<file path="config.mk">
export PLATFORM = sky130hd
export DESIGN_NAME = serial_subtractor_16bit
export DESIGN_NICKNAME = d
export VERILOG_FILES = /design/src/rtl/alu_pkg.sv /design/src/rtl/full_subtractor_1bit.sv /design/src/rtl/serial_subtractor_16bit.sv
export SDC_FILE = /design/constraint.sdc
export NUM_CORES = 1
export LEC_CHECK = 0
export CORE_MARGIN = 4
export CORE_UTILIZATION = 60
export DETAILED_ROUTE_END_ITERATION = 10
export DONT_BUFFER_PORTS = 1
export GPL_TIMING_DRIVEN = 0
export PLACE_DENSITY = 0.76
export SETUP_SLACK_MARGIN = 0.1
export SLEW_MARGIN = 30
export SYNTH_ARGS = -nofsm -noshare
export SYNTH_HDL_FRONTEND = slang
export SYNTH_SLANG_ARGS = --single-unit
export TNS_END_PERCENT = 30
</file>
<file path="constraint.sdc">
create_clock -name clk -period 2.1 [get_ports clk]
set_clock_uncertainty 0.2 [all_clocks]
set_input_delay 0.21 -clock clk [delete_from_list [all_inputs] [get_ports clk]]
set_output_delay 0.21 -clock clk [all_outputs]
set_load 0.01 [all_outputs]
</file>
<file path="src/rtl/alu_pkg.sv">
// -----------------------------------------------------------------------------
// alu_pkg
//   Shared constants and types for the 16-bit ALU path.
//   - ALU_WIDTH : default operand/result width
//   - ALU_CNT_W : bit-counter width for the default width
//   - state_e   : serial-unit sequencer states (IDLE/RUN/DONE)
//   - cnt_w()   : counter width for an arbitrary operand width
// -----------------------------------------------------------------------------
package alu_pkg;

  localparam int ALU_WIDTH = 16;

  // Counter must index bits 0..w-1; never narrower than one bit.
  function automatic int cnt_w(input int w);
    return (w > 1) ? $clog2(w) : 1;
  endfunction

  localparam int ALU_CNT_W = cnt_w(ALU_WIDTH);

  typedef enum logic [1:0] {
    IDLE = 2'b00,
    RUN  = 2'b01,
    DONE = 2'b10
  } state_e;

endpackage : alu_pkg

</file>
<file path="src/rtl/full_subtractor_1bit.sv">
// -----------------------------------------------------------------------------
// full_subtractor_1bit
//   Gate-level 1-bit full subtractor: d = x - y - Bin.
//   Ports:
//     x    in  minuend bit
//     y    in  subtrahend bit
//     Bin  in  borrow in
//     Bout out borrow out
//     d    out difference bit
// -----------------------------------------------------------------------------
module full_subtractor_1bit (
  input  logic x,
  input  logic y,
  input  logic Bin,
  output logic Bout,
  output logic d
);

  logic x_xor_y;
  logic nx_and_y;
  logic eq_and_bin;

  assign x_xor_y    = x ^ y;
  assign d          = x_xor_y ^ Bin;
  // Borrow when x<y outright, or when x==y and a borrow is already pending.
  assign nx_and_y   = ~x & y;
  assign eq_and_bin = ~x_xor_y & Bin;
  assign Bout       = nx_and_y | eq_and_bin;

endmodule : full_subtractor_1bit

</file>
<file path="src/rtl/serial_subtractor_16bit.sv">
// -----------------------------------------------------------------------------
// serial_subtractor_16bit
//   Bit-serial two's-complement subtractor, diff = a - b, LSB first, one bit
//   per clock through a single full-subtractor cell and a registered borrow.
//   Result and flags update only on the completion edge and hold otherwise.
//   Ports:
//     clk      in   rising-edge clock
//     rst_n    in   asynchronous active-low reset
//     start    in   request, sampled only when not busy
//     a, b     in   operands, captured on the accepting edge
//     busy     out  high while bits are being processed
//     done     out  one-cycle pulse, result/flags valid from this cycle
//     diff     out  a - b modulo 2^WIDTH
//     borrow   out  a < b unsigned
//     overflow out  signed overflow of a - b
//     zero     out  diff == 0
// -----------------------------------------------------------------------------
module serial_subtractor_16bit
  import alu_pkg::*;
#(
  parameter int WIDTH = ALU_WIDTH
) (
  input  logic             clk,
  input  logic             rst_n,
  input  logic             start,
  input  logic [WIDTH-1:0] a,
  input  logic [WIDTH-1:0] b,
  output logic             busy,
  output logic             done,
  output logic [WIDTH-1:0] diff,
  output logic             borrow,
  output logic             overflow,
  output logic             zero
);

  localparam int CNT_W = (WIDTH == ALU_WIDTH) ? ALU_CNT_W : cnt_w(WIDTH);
  localparam logic [CNT_W-1:0] LAST_BIT = CNT_W'(WIDTH - 1);

  state_e           state_q, state_d;
  logic [WIDTH-1:0] a_sh_q, a_sh_d;
  logic [WIDTH-1:0] b_sh_q, b_sh_d;
  // Only WIDTH-1 partial bits are stored; the final bit comes straight from
  // the cell on the completion edge.
  logic [WIDTH-2:0] res_q, res_d;
  logic             bin_q, bin_d;
  logic [CNT_W-1:0] cnt_q, cnt_d;
  logic [WIDTH-1:0] diff_q, diff_d;
  logic             borrow_q, borrow_d;
  logic             overflow_q, overflow_d;
  logic             zero_q, zero_d;

  logic             bit_d;
  logic             bout;
  logic [WIDTH-1:0] res_full;

  full_subtractor_1bit u_fs (
    .x    (a_sh_q[0]),
    .y    (b_sh_q[0]),
    .Bin  (bin_q),
    .Bout (bout),
    .d    (bit_d)
  );

  assign res_full = {bit_d, res_q};

  always_comb begin
    // NOTE: every signal gets its hold value first so no path through the
    // case statement can leave one unassigned and infer a latch.
    state_d    = state_q;
    a_sh_d     = a_sh_q;
    b_sh_d     = b_sh_q;
    res_d      = res_q;
    bin_d      = bin_q;
    cnt_d      = cnt_q;
    diff_d     = diff_q;
    borrow_d   = borrow_q;
    overflow_d = overflow_q;
    zero_d     = zero_q;

    unique case (state_q)
      IDLE, DONE: begin
        if (start) begin
          a_sh_d  = a;
          b_sh_d  = b;
          res_d   = '0;
          bin_d   = 1'b0;
          cnt_d   = '0;
          state_d = RUN;
        end else begin
          state_d = IDLE;
        end
      end
      RUN: begin
        a_sh_d = a_sh_q >> 1;
        b_sh_d = b_sh_q >> 1;
        res_d  = res_full[WIDTH-1:1];
        bin_d  = bout;
        cnt_d  = cnt_q + 1'b1;
        if (cnt_q == LAST_BIT) begin
          diff_d     = res_full;
          borrow_d   = bout;
          // Borrow into the MSB differing from borrow out of it means the
          // signed result left the representable range.
          overflow_d = bin_q ^ bout;
          zero_d     = (res_full == '0);
          state_d    = DONE;
        end
      end
      default: state_d = IDLE;
    endcase
  end

  // NOTE: sequential state uses non-blocking assignments so every flop
  // samples pre-edge values regardless of statement order.
  // NOTE: the result and flag registers are cleared by reset too, so an
  // abandoned operation leaves no stale result visible.
  always_ff @(posedge clk or negedge rst_n) begin
    if (!rst_n) begin
      state_q    <= IDLE;
      a_sh_q     <= '0;
      b_sh_q     <= '0;
      res_q      <= '0;
      bin_q      <= 1'b0;
      cnt_q      <= '0;
      diff_q     <= '0;
      borrow_q   <= 1'b0;
      overflow_q <= 1'b0;
      zero_q     <= 1'b0;
    end else begin
      state_q    <= state_d;
      a_sh_q     <= a_sh_d;
      b_sh_q     <= b_sh_d;
      res_q      <= res_d;
      bin_q      <= bin_d;
      cnt_q      <= cnt_d;
      diff_q     <= diff_d;
      borrow_q   <= borrow_d;
      overflow_q <= overflow_d;
      zero_q     <= zero_d;
    end
  end

  assign busy     = (state_q == RUN);
  assign done     = (state_q == DONE);
  assign diff     = diff_q;
  assign borrow   = borrow_q;
  assign overflow = overflow_q;
  assign zero     = zero_q;

endmodule : serial_subtractor_16bit

</file>
==> flow_metrics.env <==
export IMPL_grt_max_degree=74
export IMPL_status="finished, violations left"
export IMPL_cts_buffers=9
export IMPL_htree_levels=3
export IMPL_firstDrtPassIters=4
export IMPL_power_density_mw_per_mm2=1540
export IMPL_irDropWorstVdd_mv=0.8340
export IMPL_postCtsSetupBuffers=0
export IMPL_gp_congestion=0.7377
export IMPL_setup_violations=0
export IMPL_yosys_area_top_type="dfrtp_1"
export IMPL_synth_cell_types=31
export IMPL_hold_buffers=33
export IMPL_max_freq_mhz=541.1
export IMPL_relSlewSlack_pct=75.09
export IMPL_layout_commonest_cell="dfrtp_1"
export IMPL_drt_iter0_markers=176
export IMPL_area_growth_pct=20.57
export IMPL_yosys_area_share_simple_pct=13.36
export IMPL_worst_hold_slack_ps=-644.4
export IMPL_synth_top_family_by_area="compound AO/OA/AOI/OAI gates"
export IMPL_yosys_top_cells_area="dfrtp_1 (59%), a22oi_1 (7.0%), a22o_1 (5.4%)"
export IMPL_grt_pass1_vias=2293
export IMPL_cts_root_buf="clkbuf_8"
export IMPL_die_area_sq_mm=0.006363
export IMPL_cts_sinks=73
export IMPL_min_period_ps=1848
export IMPL_postRouteWirelength_um=6556
export IMPL_fillers=300
export IMPL_cp_top_family="adder cells"
export IMPL_crit_chain="fa_1 > nor4b_2 > nand4_1 > o31ai_1"
export IMPL_setup_worst_path_end_class="flop"
export IMPL_cp_start_kind="flop"
export IMPL_synth_seq_area_share_pct=59.11
export IMPL_grt_pass1_wl_um=11210
export IMPL_crit_type="flop to flop"
export IMPL_port_buffers=0
export IMPL_start_util_pct=63.74
export IMPL_syn_nets=284
export IMPL_final_layout_size_suffix_gt1_share_pct=19.26
export IMPL_power_uw=5739
export IMPL_wl_per_cell_um=18.06
export IMPL_antenna_found_initial=0
export IMPL_synthMuxAreaShare_pct=7.935
export IMPL_synth_seq_cells=73
export IMPL_clk_pin_slew_ps=80
export IMPL_grt_remaining_overflow=0
export IMPL_dp_cells=314
export IMPL_clock_path_buffers=2
export IMPL_hold_viol=73
export IMPL_antenna_left=0
export IMPL_vias_per_cell=6.022
export IMPL_fin_nets=328
export IMPL_clock_latency_ps=340
export IMPL_core_area_sq_mm=0.004848
export IMPL_min_period_over_period_pct=88.00
export IMPL_diodes=0
export IMPL_drv_cap=0
export IMPL_synthAdderAreaFrac_pct=1.053
export IMPL_io_pin_count=56
export IMPL_violations="negative hold slack"
export IMPL_postSynthCellCount=247
export IMPL_cp_required_ps=2150
export IMPL_synth_compound_area_share_pct=14.01
export IMPL_cts_tree="done"
export IMPL_final_cell_mix="dfrtp_1 (73), dlygate4sd3_1 (33), nand2_1 (32)"
export IMPL_max_stage_delay_ps=610
export IMPL_rows=25
export IMPL_fp_dieW_um=79.77
export IMPL_ys_warn_count=0
export IMPL_synthXorXnorAreaFrac_pct=0.2834
export IMPL_arrival_ps=1900
export IMPL_tns_ps=0
export IMPL_vias=2186
export IMPL_crit_path_max_fanout=3
export IMPL_final_cell_count_no_fill=363
export IMPL_rsz0062_at_grt="false"
export IMPL_path_buf_inv=0
export IMPL_leakagePower_uw=0.001740
export IMPL_synth_top_cell_area_share_pct=59.11
export IMPL_worstHoldPathType="input port to asynchronous set/reset pin"
export IMPL_worst_slew_pin_transition_ps=370.3
export IMPL_crit_path_top_delay_cell="fa_1"
export IMPL_dpl_hpwl_um=4152
export IMPL_drc_errors=0
export IMPL_die_height_um=79.77
export IMPL_synth_avg_cell_area_sq_um=12.51
export IMPL_syn_area_sq_mm=0.003090
export IMPL_slew_viol_final=0
export IMPL_grt_usage_pct=23.06
## cells in the mapped netlist, drive strengths merged
master and n:
dfrtp 73, nand2 32, nand3 31, a22oi 29
a22o 19, buf 18, mux2 17, nor4 3
o21ai 3, inv 2, mux2i 2, nand2b 2
nand4 2, nor2 2, nor2b 2, o31ai 2
a221o 1, and2b 1, fa 1, ha 1
nor3 1, nor4b 1, o2bb2ai 1, xor2 1
## cell type report
| type | instances | area [sq um] | area share [%] |
|---|---|---|---|
| Inverter | 2 | 12.51 | 0.3358 |
| Timing Repair Buffer | 33 | 330.3 | 8.865 |
| Tap cell | 67 | 83.83 | 2.250 |
| Buffer | 18 | 118.9 | 3.190 |
| Clock inverter | 4 | 50.05 | 1.343 |
| Sequential cell | 73 | 1827 | 49.03 |
| Clock buffer | 12 | 165.2 | 4.432 |
| Multi-Input combinational cell | 154 | 1139 | 30.56 |
## power by group
part / switching [uW] / total (uW) / internal [uW]
clock network: 513 / 1160 / 644
logic: 1030 / 2010 / 975
registers: 546 / 2570 / 2030
total: 2090 / 5740 / 3650
## metal layers
layer	global-route usage [%]	part of all wire, %	routed length [um]	vias to the layer above
li1	-	-	-	1002
met1	29.41	42	2735	1104
met2	38.90	51	3347	70
met3	5.756	5.9	389	10
met4	7.095	1.3	82	0
met5	0	0	0	-
## registers in the layout, summed over array words and instances, names as in the netlist
signal    flops
a_sh_q       16
b_sh_q       16
diff         16
res_q        15
cnt_q         4
state_q       2
bin_q         1
borrow        1
overflow      1
zero          1
## path summary, 6_finish.rpt
| path | startpoint | to | slack, ps | depth (start not counted) |
|---|---|---|---|---|
| min in group clk | start | b_sh_q[15]$_DFFE_PN0P_ | 140 | 3 |
| setup reg to reg | b_sh_q[0]$_DFFE_PN0P_ | zero$_DFFE_PN0P_ | 250 | 4 |
| hold / removal | rst_n | diff[8]$_DFFE_PN0P_ | -640 | 0 |
| hold reg to reg | b_sh_q[8]$_DFFE_PN0P_ | b_sh_q[7]$_DFFE_PN0P_ | 300 | 2 |
| setup / recovery | b_sh_q[0]$_DFFE_PN0P_ | zero$_DFFE_PN0P_ | 250 | 4 |
| max in group asynchronous | rst_n | res_q[0]$_DFFE_PN0P_ | 2210 | 0 |
## kinds of logic after synthesis
| kind of cell | Yosys count |
|---|---|
| and+or+nand+nor | 77 |
| DFF | 73 |
| AOI/OAI and AO/OA | 55 |
| buffers and inverters | 20 |
| muxes | 19 |
| adders and majority gates | 2 |
| xor gates and xnor gates | 1 |
## what timing repair did
action                                  4_1_cts  5_1_grt
hold endpoints to repair                    106       73
resized for setup                             0        1
endpoints found under the setup margin        0        1
## per-stage QoR
stage,hold slack [ps],util [%],setup slack (ps),cell area [sq um]
after floorplan,-285.6,-,362.3,3090
after CTS,-649.8,76.72,161.0,3720
after detailed placement,-283.7,65.47,181.4,3174
after global routing,-659.2,76.85,162.5,3726
after global placement,-283.8,65.47,201.8,3174
final,-644.4,76.85,251.9,3726
Note: power is estimated with default switching activity, not from simulation.
